[src/rtl/ddr_bank_cmd_sequencer_pkg.sv]
// Shared types and constants for the DDR bank command sequencer.
//   ddr_cmd_t          scheduled BL16 command from the channel/rank scheduler
//   ddr_phy_op_e       primitive opcode toward the PHY (NOP/ACT/PRE/RD/WR)
//   ddr_bank_state_t   per-bank open flag and open row
//   ddr_bank_status_t  bank state plus "timing gate expired" flags
//   cnt_width()        counter width able to hold T-1 for a timing value T
package ddr_bank_cmd_sequencer_pkg;

  localparam int unsigned DDR_ADDR_W       = 32;
  localparam int unsigned DDR_CMD_RANK_W   = 2;
  localparam int unsigned DDR_SLOT_W       = 4;
  localparam int unsigned DDR_LEN_W        = 4;
  localparam int unsigned DDR_MAX_ROW_BITS = 24;

  // Default DRAM timing, in controller clock cycles.
  localparam int unsigned DEF_T_RCD = 4;
  localparam int unsigned DEF_T_RP  = 4;
  localparam int unsigned DEF_T_RAS = 10;
  localparam int unsigned DEF_T_WR  = 6;
  localparam int unsigned DEF_T_CCD = 2;

  typedef enum logic [2:0] {
    PhyNop = 3'd0,
    PhyAct = 3'd1,
    PhyPre = 3'd2,
    PhyRd  = 3'd3,
    PhyWr  = 3'd4
  } ddr_phy_op_e;

  typedef struct packed {
    logic                      is_write;
    logic [DDR_ADDR_W-1:0]     addr;
    logic [DDR_CMD_RANK_W-1:0] rank;
    logic                      channel;
    logic [DDR_SLOT_W-1:0]     slot;
    logic [DDR_LEN_W-1:0]      len;
  } ddr_cmd_t;

  typedef struct packed {
    logic                        open;
    logic [DDR_MAX_ROW_BITS-1:0] row;
  } ddr_bank_state_t;

  typedef struct packed {
    ddr_bank_state_t st;
    logic            rcd_zero;
    logic            ras_zero;
    logic            rp_zero;
    logic            wr_zero;
  } ddr_bank_status_t;

  // Counters are loaded with T-1, so clog2(T) bits are enough.
  function automatic int unsigned cnt_width(input int unsigned t);
    return (t < 2) ? 1 : $clog2(t);
  endfunction

endpackage

[src/rtl/ddr_bank_cmd_sequencer_if.sv]
// Scheduler-side command handshake, hazard feedback and PHY primitive bus.
//   slave  : the sequencer (accepts cmd, drives busy flags and phy_*)
//   master : the environment (scheduler drives cmd, PHY drives phy_ready)
interface ddr_bank_cmd_sequencer_if
  import ddr_bank_cmd_sequencer_pkg::*;
#(
  parameter int unsigned NUM_RANKS = 2,
  parameter int unsigned NUM_BANKS = 32,
  parameter int unsigned COL_BITS  = 10,
  parameter int unsigned ROW_BITS  = 16
) ();

  localparam int unsigned RANK_W = (NUM_RANKS > 1) ? $clog2(NUM_RANKS) : 1;
  localparam int unsigned BANK_W = $clog2(NUM_BANKS);

  logic              cmd_valid;
  logic              cmd_ready;
  ddr_cmd_t          cmd;
  logic              bank_busy;
  logic              rank_busy;
  logic              phy_valid;
  logic              phy_ready;
  ddr_phy_op_e       phy_op;
  logic [RANK_W-1:0] phy_rank;
  logic [BANK_W-1:0] phy_bank;
  logic [ROW_BITS-1:0] phy_row;
  logic [COL_BITS-1:0] phy_col;

  modport slave (
    input  cmd_valid, cmd, phy_ready,
    output cmd_ready, bank_busy, rank_busy,
    output phy_valid, phy_op, phy_rank, phy_bank, phy_row, phy_col
  );

  modport master (
    output cmd_valid, cmd, phy_ready,
    input  cmd_ready, bank_busy, rank_busy,
    input  phy_valid, phy_op, phy_rank, phy_bank, phy_row, phy_col
  );

endinterface

[src/rtl/ddr_bank_cmd_sequencer_bank_timer.sv]
// One DRAM bank: open flag, open row and the rcd/ras/rp/wr timing counters.
//   clk, rst_n     clock, asynchronous active-low reset
//   act_load       ACT handshaked: open the bank at act_row, load rcd and ras
//   act_row        row being activated
//   pre_load       PRE handshaked: close the bank, load rp
//   wr_load        WR handshaked: load wr
//   status         open state plus per-counter "expired" flags
// Each counter loads T-1 and counts down to 0, so a dependent primitive is
// legal T cycles after the loading handshake.
module ddr_bank_cmd_sequencer_bank_timer
  import ddr_bank_cmd_sequencer_pkg::*;
#(
  parameter int unsigned ROW_BITS = 16,
  parameter int unsigned T_RCD    = DEF_T_RCD,
  parameter int unsigned T_RAS    = DEF_T_RAS,
  parameter int unsigned T_RP     = DEF_T_RP,
  parameter int unsigned T_WR     = DEF_T_WR
) (
  input  logic                clk,
  input  logic                rst_n,
  input  logic                act_load,
  input  logic [ROW_BITS-1:0] act_row,
  input  logic                pre_load,
  input  logic                wr_load,
  output ddr_bank_status_t    status
);

  localparam int unsigned RCD_W = cnt_width(T_RCD);
  localparam int unsigned RAS_W = cnt_width(T_RAS);
  localparam int unsigned RP_W  = cnt_width(T_RP);
  localparam int unsigned WR_W  = cnt_width(T_WR);

  logic                open_q;
  logic [ROW_BITS-1:0] row_q;
  logic [RCD_W-1:0]    rcd_q;
  logic [RAS_W-1:0]    ras_q;
  logic [RP_W-1:0]     rp_q;
  logic [WR_W-1:0]     wr_q;

  always_ff @(posedge clk or negedge rst_n) begin
    if (!rst_n) begin
      open_q <= 1'b0;
      row_q  <= '0;
    end else if (act_load) begin
      open_q <= 1'b1;
      row_q  <= act_row;
    end else if (pre_load) begin
      open_q <= 1'b0;
    end
  end

  always_ff @(posedge clk or negedge rst_n) begin
    if (!rst_n) begin
      rcd_q <= '0;
      ras_q <= '0;
    end else if (act_load) begin
      rcd_q <= RCD_W'(T_RCD - 1);
      ras_q <= RAS_W'(T_RAS - 1);
    end else begin
      if (rcd_q != '0) rcd_q <= rcd_q - RCD_W'(1);
      if (ras_q != '0) ras_q <= ras_q - RAS_W'(1);
    end
  end

  always_ff @(posedge clk or negedge rst_n) begin
    if (!rst_n) begin
      rp_q <= '0;
    end else if (pre_load) begin
      rp_q <= RP_W'(T_RP - 1);
    end else if (rp_q != '0) begin
      rp_q <= rp_q - RP_W'(1);
    end
  end

  always_ff @(posedge clk or negedge rst_n) begin
    if (!rst_n) begin
      wr_q <= '0;
    end else if (wr_load) begin
      wr_q <= WR_W'(T_WR - 1);
    end else if (wr_q != '0) begin
      wr_q <= wr_q - WR_W'(1);
    end
  end

  always_comb begin
    status.st.open = open_q;
    status.st.row  = DDR_MAX_ROW_BITS'(row_q);
    status.rcd_zero = (rcd_q == '0);
    status.ras_zero = (ras_q == '0);
    status.rp_zero  = (rp_q == '0);
    status.wr_zero  = (wr_q == '0);
  end

endmodule

[src/rtl/ddr_bank_cmd_sequencer.sv]
// Expands one scheduled BL16 command at a time into PRE/ACT/RD/WR primitives
// under an open-page policy, tracking per-bank row state and timing.
//   clk, rst_n         clock, asynchronous active-low reset
//   bus.cmd_valid/ready/cmd   command from the scheduler (one in flight)
//   bus.bank_busy      a command is in flight
//   bus.rank_busy      some rank's tCCD window is still open
//   bus.phy_valid/ready/op/rank/bank/row/col   primitive toward the PHY
module ddr_bank_cmd_sequencer
  import ddr_bank_cmd_sequencer_pkg::*;
#(
  parameter int unsigned NUM_RANKS = 2,
  parameter int unsigned NUM_BANKS = 32,
  parameter int unsigned COL_BITS  = 10,
  parameter int unsigned ROW_BITS  = 16,
  parameter int unsigned T_RCD     = DEF_T_RCD,
  parameter int unsigned T_RP      = DEF_T_RP,
  parameter int unsigned T_RAS     = DEF_T_RAS,
  parameter int unsigned T_WR      = DEF_T_WR,
  parameter int unsigned T_CCD     = DEF_T_CCD
) (
  input logic                     clk,
  input logic                     rst_n,
  ddr_bank_cmd_sequencer_if.slave bus
);

  localparam int unsigned RANK_W      = (NUM_RANKS > 1) ? $clog2(NUM_RANKS) : 1;
  localparam int unsigned BANK_W      = $clog2(NUM_BANKS);
  localparam int unsigned IDX_W       = RANK_W + BANK_W;
  localparam int unsigned NUM_ENTRIES = NUM_RANKS * NUM_BANKS;
  localparam int unsigned CCD_W       = cnt_width(T_CCD);

  localparam logic [2:0] StIdle   = 3'd0;
  localparam logic [2:0] StLookup = 3'd1;
  localparam logic [2:0] StPre    = 3'd2;
  localparam logic [2:0] StAct    = 3'd3;
  localparam logic [2:0] StCol    = 3'd4;

  if (COL_BITS + BANK_W + ROW_BITS > DDR_ADDR_W) begin : gen_addr_too_narrow
    $error("command address narrower than COL_BITS + bank bits + ROW_BITS");
  end
  if (ROW_BITS > DDR_MAX_ROW_BITS) begin : gen_row_too_wide
    $error("ROW_BITS exceeds DDR_MAX_ROW_BITS");
  end
  if (RANK_W > DDR_CMD_RANK_W) begin : gen_rank_too_wide
    $error("NUM_RANKS exceeds the command rank field");
  end
  if (NUM_BANKS < 2 || (1 << BANK_W) != NUM_BANKS) begin : gen_bad_banks
    $error("NUM_BANKS must be a power of two, at least 2");
  end
  if (T_RCD < 1 || T_RP < 1 || T_RAS < 1 || T_WR < 1 || T_CCD < 1) begin : gen_bad_timing
    $error("timing parameters must be at least 1");
  end

  logic [2:0]          state_q, state_d;
  logic [RANK_W-1:0]   rank_q;
  logic [BANK_W-1:0]   bank_q;
  logic [ROW_BITS-1:0] row_q;
  logic [COL_BITS-1:0] col_q;
  logic                is_write_q;

  logic [IDX_W-1:0]    sel_idx;
  ddr_bank_status_t    bank_status [NUM_ENTRIES];
  ddr_bank_status_t    sel_status;
  logic                row_hit;

  logic [CCD_W-1:0]    ccd_q [NUM_RANKS];
  logic                ccd_sel_zero;
  logic                rank_busy;

  logic                cmd_ready;
  logic                phy_valid;
  ddr_phy_op_e         phy_op;
  logic [RANK_W-1:0]   phy_rank;
  logic [BANK_W-1:0]   phy_bank;
  logic [ROW_BITS-1:0] phy_row;
  logic [COL_BITS-1:0] phy_col;

  logic                phy_fire;
  logic                act_fire;
  logic                pre_fire;
  logic                col_fire;

  // channel, slot, len and any spare address/rank bits are not used here.
  logic unused_cmd;
  assign unused_cmd = ^bus.cmd;

  // Hold register: captured on acceptance, stable for the whole expansion.
  always_ff @(posedge clk or negedge rst_n) begin
    if (!rst_n) begin
      rank_q     <= '0;
      bank_q     <= '0;
      row_q      <= '0;
      col_q      <= '0;
      is_write_q <= 1'b0;
    end else if (state_q == StIdle && bus.cmd_valid) begin
      rank_q     <= bus.cmd.rank[RANK_W-1:0];
      bank_q     <= bus.cmd.addr[COL_BITS +: BANK_W];
      row_q      <= bus.cmd.addr[COL_BITS + BANK_W +: ROW_BITS];
      col_q      <= bus.cmd.addr[COL_BITS-1:0];
      is_write_q <= bus.cmd.is_write;
    end
  end

  always_ff @(posedge clk or negedge rst_n) begin
    if (!rst_n) begin
      state_q <= StIdle;
    end else begin
      state_q <= state_d;
    end
  end

  assign sel_idx    = {rank_q, bank_q};
  assign sel_status = bank_status[sel_idx];
  assign row_hit    = (sel_status.st.row == DDR_MAX_ROW_BITS'(row_q));

  assign phy_fire = phy_valid & bus.phy_ready;
  assign act_fire = phy_fire & (state_q == StAct);
  assign pre_fire = phy_fire & (state_q == StPre);
  assign col_fire = phy_fire & (state_q == StCol);

  for (genvar i = 0; i < NUM_ENTRIES; i++) begin : gen_bank
    logic sel;
    assign sel = (sel_idx == IDX_W'(i));

    ddr_bank_cmd_sequencer_bank_timer #(
      .ROW_BITS (ROW_BITS),
      .T_RCD    (T_RCD),
      .T_RAS    (T_RAS),
      .T_RP     (T_RP),
      .T_WR     (T_WR)
    ) u_timer (
      .clk      (clk),
      .rst_n    (rst_n),
      .act_load (act_fire & sel),
      .act_row  (row_q),
      .pre_load (pre_fire & sel),
      .wr_load  (col_fire & sel & is_write_q),
      .status   (bank_status[i])
    );
  end

  // Per-rank column-to-column spacing; loaded by every RD/WR on that rank.
  always_ff @(posedge clk or negedge rst_n) begin
    if (!rst_n) begin
      for (int r = 0; r < NUM_RANKS; r++) ccd_q[r] <= '0;
    end else begin
      for (int r = 0; r < NUM_RANKS; r++) begin
        if (col_fire && rank_q == RANK_W'(r)) begin
          ccd_q[r] <= CCD_W'(T_CCD - 1);
        end else if (ccd_q[r] != '0) begin
          ccd_q[r] <= ccd_q[r] - CCD_W'(1);
        end
      end
    end
  end

  assign ccd_sel_zero = (ccd_q[rank_q] == '0);

  always_comb begin
    rank_busy = 1'b0;
    for (int r = 0; r < NUM_RANKS; r++) begin
      if (ccd_q[r] != '0) rank_busy = 1'b1;
    end
  end

  // Gate conditions only depend on counters that are already zero and have
  // no load pending, so an offered primitive stays offered until taken.
  always_comb begin
    state_d   = state_q;
    cmd_ready = 1'b0;
    phy_valid = 1'b0;
    phy_op    = PhyNop;
    phy_rank  = '0;
    phy_bank  = '0;
    phy_row   = '0;
    phy_col   = '0;
    case (state_q)
      StIdle: begin
        cmd_ready = 1'b1;
        if (bus.cmd_valid) state_d = StLookup;
      end
      StLookup: begin
        if (!sel_status.st.open) begin
          state_d = StAct;
        end else if (row_hit) begin
          state_d = StCol;
        end else begin
          state_d = StPre;
        end
      end
      StPre: begin
        phy_valid = sel_status.ras_zero & sel_status.wr_zero;
        if (phy_valid) begin
          phy_op   = PhyPre;
          phy_rank = rank_q;
          phy_bank = bank_q;
          if (bus.phy_ready) state_d = StAct;
        end
      end
      StAct: begin
        phy_valid = sel_status.rp_zero;
        if (phy_valid) begin
          phy_op   = PhyAct;
          phy_rank = rank_q;
          phy_bank = bank_q;
          phy_row  = row_q;
          if (bus.phy_ready) state_d = StCol;
        end
      end
      StCol: begin
        phy_valid = sel_status.rcd_zero & ccd_sel_zero;
        if (phy_valid) begin
          phy_op   = is_write_q ? PhyWr : PhyRd;
          phy_rank = rank_q;
          phy_bank = bank_q;
          phy_col  = col_q;
          if (bus.phy_ready) state_d = StIdle;
        end
      end
      default: state_d = StIdle;
    endcase
  end

  assign bus.cmd_ready = cmd_ready;
  assign bus.bank_busy = (state_q != StIdle);
  assign bus.rank_busy = rank_busy;
  assign bus.phy_valid = phy_valid;
  assign bus.phy_op    = phy_op;
  assign bus.phy_rank  = phy_rank;
  assign bus.phy_bank  = phy_bank;
  assign bus.phy_row   = phy_row;
  assign bus.phy_col   = phy_col;

endmodule

[src/flat_wrapper.sv]
// flat-port wrapper written by rule: the top's interface ports become plain ports
module ddr_bank_cmd_sequencer_flat import ddr_bank_cmd_sequencer_pkg::*;
#(
  parameter int unsigned NUM_RANKS = 2,
  parameter int unsigned NUM_BANKS = 32,
  parameter int unsigned COL_BITS  = 10,
  parameter int unsigned ROW_BITS  = 16,
  parameter int unsigned T_RCD     = DEF_T_RCD,
  parameter int unsigned T_RP      = DEF_T_RP,
  parameter int unsigned T_RAS     = DEF_T_RAS,
  parameter int unsigned T_WR      = DEF_T_WR,
  parameter int unsigned T_CCD     = DEF_T_CCD
)
  (clk, rst_n, bus_cmd_valid, bus_cmd, bus_phy_ready, bus_cmd_ready, bus_bank_busy, bus_rank_busy, bus_phy_valid, bus_phy_op, bus_phy_rank, bus_phy_bank, bus_phy_row, bus_phy_col);
  ddr_bank_cmd_sequencer_if #(.NUM_RANKS(NUM_RANKS), .NUM_BANKS(NUM_BANKS), .COL_BITS(COL_BITS), .ROW_BITS(ROW_BITS)) bus_i ();
  input logic clk;
  input logic rst_n;
  input wire logic [$bits(bus_i.cmd_valid)-1:0] bus_cmd_valid;
  input wire logic [$bits(bus_i.cmd)-1:0] bus_cmd;
  input wire logic [$bits(bus_i.phy_ready)-1:0] bus_phy_ready;
  output wire logic [$bits(bus_i.cmd_ready)-1:0] bus_cmd_ready;
  output wire logic [$bits(bus_i.bank_busy)-1:0] bus_bank_busy;
  output wire logic [$bits(bus_i.rank_busy)-1:0] bus_rank_busy;
  output wire logic [$bits(bus_i.phy_valid)-1:0] bus_phy_valid;
  output wire logic [$bits(bus_i.phy_op)-1:0] bus_phy_op;
  output wire logic [$bits(bus_i.phy_rank)-1:0] bus_phy_rank;
  output wire logic [$bits(bus_i.phy_bank)-1:0] bus_phy_bank;
  output wire logic [$bits(bus_i.phy_row)-1:0] bus_phy_row;
  output wire logic [$bits(bus_i.phy_col)-1:0] bus_phy_col;
  assign bus_i.cmd_valid = bus_cmd_valid;
  assign bus_i.cmd = bus_cmd;
  assign bus_i.phy_ready = bus_phy_ready;
  assign bus_cmd_ready = bus_i.cmd_ready;
  assign bus_bank_busy = bus_i.bank_busy;
  assign bus_rank_busy = bus_i.rank_busy;
  assign bus_phy_valid = bus_i.phy_valid;
  assign bus_phy_op = bus_i.phy_op;
  assign bus_phy_rank = bus_i.phy_rank;
  assign bus_phy_bank = bus_i.phy_bank;
  assign bus_phy_row = bus_i.phy_row;
  assign bus_phy_col = bus_i.phy_col;
  ddr_bank_cmd_sequencer #(.NUM_RANKS(NUM_RANKS), .NUM_BANKS(NUM_BANKS), .COL_BITS(COL_BITS), .ROW_BITS(ROW_BITS), .T_RCD(T_RCD), .T_RP(T_RP), .T_RAS(T_RAS), .T_WR(T_WR), .T_CCD(T_CCD)) u_core (.clk(clk), .rst_n(rst_n), .bus(bus_i));
endmodule
[config.mk]
export PLATFORM = sky130hd
export DESIGN_NAME = ddr_bank_cmd_sequencer_flat
export DESIGN_NICKNAME = d
export VERILOG_FILES = /design/src/rtl/ddr_bank_cmd_sequencer_pkg.sv /design/src/rtl/ddr_bank_cmd_sequencer_if.sv /design/src/rtl/ddr_bank_cmd_sequencer_bank_timer.sv /design/src/rtl/ddr_bank_cmd_sequencer.sv /design/src/flat_wrapper.sv
export SDC_FILE = /design/constraint.sdc
export NUM_CORES = 2
export LEC_CHECK = 0
export CORE_ASPECT_RATIO = 0.75
export CORE_MARGIN = 3
export CORE_UTILIZATION = 34
export DETAILED_ROUTE_END_ITERATION = 10
export PLACE_DENSITY = 0.59
export SYNTH_ARGS = -nofsm -noshare
export SYNTH_HDL_FRONTEND = slang
export SYNTH_SLANG_ARGS = --single-unit
[constraint.sdc]
create_clock -name clk -period 3.92 [get_ports clk]
set_input_delay 0.784 -clock clk [delete_from_list [all_inputs] [get_ports clk]]
set_output_delay 0.784 -clock clk [all_outputs]
set_load 0.02 [all_outputs]
==> out/qor.txt <==
status: finished, violations left
failing checks: negative setup slack
Vias: 67210
post-synthesis async set-or-reset flop share: 100.0%
FILL cells: 23990
routed wire length: 299.8 mm
clk slew on worst S/H paths: 0.07 ns
synthesized instance count: 7617
Netlist cell types: 79
Yosys reg bits: 1830
leading area contributor after synthesis: dfrtp_1
sequential cell area fraction in the yosys report: 51.06%
final core area utilization: 42.83%
synthesized cell area: 89680 um^2
die area: 270000 um^2
CP Launch Type: flip-flop
max_slew headroom: 35.50%
EDFF count, synth: 0
hpwl dp: 211.0 mm
antenna violations before repair: 16
area grow syn2layout: 24.69%
post-route ant nets: 0
largest net degree at the start of global routing: 122
DR iter-0 viols: 6652
Design Power: 90.85 mW
# IOs: 87
Clock Skew: 0.06645 ns
synthesized net count: 7985
CTS tree: built
vias in the first global route: 67970
CTS max path bufs: 4
htree depth: 4
Rows: 162
max-slew violation count: 0
Nets: 9174
drt pass-1 iters: 6
I/O Buffers: 75
final setup margin: -1.361 ns
dpl cells: 12000
Die Wd: 599.0 um
Clock Latency Late Sink: 0.86 ns
Cell Pwr Density: 812.5 nW/um^2
Main synth FF type: dfrtp_1
RD Place Congestion: 0.9460
RSZ-0062 raised after global routing: yes
Final Critical Period: 5.281 ns
Slew @ Worst Pin: 0.9676 ns
Synthesis Warnings: 0
setup violators final: 755
critical path class: reg2out
CP Data Arrival Time: 4.50 ns
CORE AREA: 261100 um^2
peak supply drop: 0.0005215 V
Sink Count: 1830
first-pass GRT wire length: 444.5 mm
CTS Root Cell: clkbuf_16
Via density: 5.424
Final Hold Fails: 0
FMAX: 0.1894 GHz
cts bufs inserted: 185
fin cells: 12390
fraction of layout cells with a size suffix above 1: 33.32%
period utilization: 134.7%
Mean Syn Cell Area: 11.77 um^2
most area-consuming cells after synthesis: dfrtp_1, mux2_2, mux4_2, ha_1, o21ai_0
max cap viols: 0
detail-routed net length per standard cell: 24.20 um
most numerous cell in the Yosys netlist: dfrtp_1
Max Fanout on Critical Path: 5
Initial Util: 34.35%
synth cell count leaders: dfrtp_1, mux2_2, o21ai_0, nand2_1, inv_1
CP required: 3.14 ns
post-synth top area share: 51.06%
DR DRC count: 0
Tot GR Track Use: 21.85%
Die Span Y: 450.8 um
Crit. End Element: primary output
worst hold path type: reg2reg
GR Overflow Total: 0
Pleak: 53.88 nW
==> through the flow <==
| stage | instance area, um^2 | hold slack (ns) | TNS [ns] | worst slack, ns |
|---|---|---|---|---|
| global route | 111800 | 0.4842 | -154.91 | -1.431 |
| detailed placement | 104400 | 0.4610 | -153.39 | -0.9413 |
| floorplan | 89710 | 0.4443 | 0 | 0.002739 |
| global placement | 104400 | 0.4528 | -106.34 | -0.8593 |
| finish | 111800 | 0.4756 | -75.72 | -1.361 |
| CTS | 111500 | 0.4764 | -106.20 | -1.353 |
==> path summary, 6_finish.rpt <==
check | slack (ns) | cells past startpoint | start | endpoint
hold reg to reg | 0.48 | 1 | u_core.gen_bank[55].u_timer.open_q | u_core.gen_bank[55].u_timer.open_q
setup reg to reg | -0.15 | 16 | u_core.bank_q[0] | u_core.gen_bank[30].u_timer.row_q[9]
hold / removal | 0.48 | 1 | u_core.gen_bank[55].u_timer.open_q | u_core.gen_bank[55].u_timer.open_q
setup / recovery | -1.36 | 14 | u_core.gen_bank[63].u_timer.ras_q[0] | bus_phy_bank[4]
max in group asynchronous | 2.02 | 3 | rst_n | u_core.gen_bank[14].u_timer.row_q[8]
min in group asynchronous | 0.61 | 2 | rst_n | u_core.gen_bank[47].u_timer.ras_q[1]
==> timing repair <==
| action | 4_1_cts | 5_1_grt |
|---|---|---|
| pin swaps | 19 | 10 |
| gates resized for setup | 233 | 85 |
| cloned | 11 | 1 |
| hold buffers | 1 | 0 |
| setup buffers | 35 | 14 |
| setup endpoints to repair | 1068 | 1492 |
| endpoints found under the hold margin | 32 | 0 |
==> critical path: stages (launching register included) <==
cell and delay (ns):
dfrtp_1 0.39, inv_1 0.07, ha_2 0.17, or3b_4 0.39
mux4_2 0.54, mux4_2 0.57, a2111oi_4 0.31, o32ai_2 0.18
nor3_2 0.24, or3_4 0.19, buf_12 0.14, buf_4 0.12
buf_6 0.09, and2_4 0.13, buf_6 0.11
==> registers in the layout, indices dropped and copies added (netlist names) <==
signal / count
u_core.ccd_q: 2
u_core.gen_bank.u_timer.rcd_q: 128
u_core.gen_bank.u_timer.wr_q: 192
u_core.gen_bank.u_timer.row_q: 1024
u_core.gen_bank.u_timer.open_q: 64
u_core.row_q: 16
u_core.is_write_q: 1
u_core.gen_bank.u_timer.ras_q: 256
u_core.state_q: 3
u_core.col_q: 10
u_core.bank_q: 5
u_core.rank_q: 1
u_core.gen_bank.u_timer.rp_q: 128
==> metal layers <==
layer | wire length (um) | global-route usage [%]
met5 | 21 | 0
met4 | 8929 | 6.122
met3 | 31370 | 6.539
met2 | 125800 | 31.42
met1 | 133700 | 31.66
==> power by group <==
| part | switching [mW] | internal (mW) |
|---|---|---|
| registers | 3.80 | 25.0 |
| logic | 23.1 | 20.7 |
| clock network | 7.78 | 10.3 |
| total | 34.7 | 56.1 |
==> layout make-up <==
cell class	count	area, um^2	area share (%)
inverters	527	1978	1.769
clock buffers	285	5600	5.009
flip-flops and latches	1830	45820	40.98
clock inverters	40	439.2	0.3928
well taps	3444	4309	3.854
diodes	2	5.005	0.004476
repair buffers	1420	13460	12.04
multi-input cells	4842	40200	35.95
==> cells by family (layout without fill, tap and decap cells) <==
kind of cell,Yosys count,after routing,synth area share [%]
compound gates,1327,1327,9.305
xor+xnor,278,278,2.715
fa+ha+maj,320,320,4.465
buf+inv,945,2272,4.748
flops,1830,1830,51.06
mux,1362,1362,19.68
other cells,0,2,0
simple gates,1555,1555,8.021
==> placed cells by master, fill, tap and decap left out, types with 68 or more instances in the layout <==
| cell | count |
|---|---|
| mux4_2 | 228 |
| o211ai_1 | 128 |
| nand2_1 | 660 |
| nor3_1 | 80 |
| mux2_2 | 870 |
| nand2b_1 | 83 |
| a211oi_1 | 70 |
| ha_1 | 316 |
| buf_4 | 1135 |
| nor2_1 | 336 |
| inv_1 | 519 |
| o21ai_0 | 685 |
| mux2i_1 | 256 |
| a22oi_1 | 79 |
| clkbuf_16 | 190 |
| xnor2_1 | 143 |
| dfrtp_1 | 1814 |
| buf_12 | 170 |
| nand3_1 | 68 |
| xor2_1 | 135 |
No activity file was read; power rests on OpenSTA's default activity.
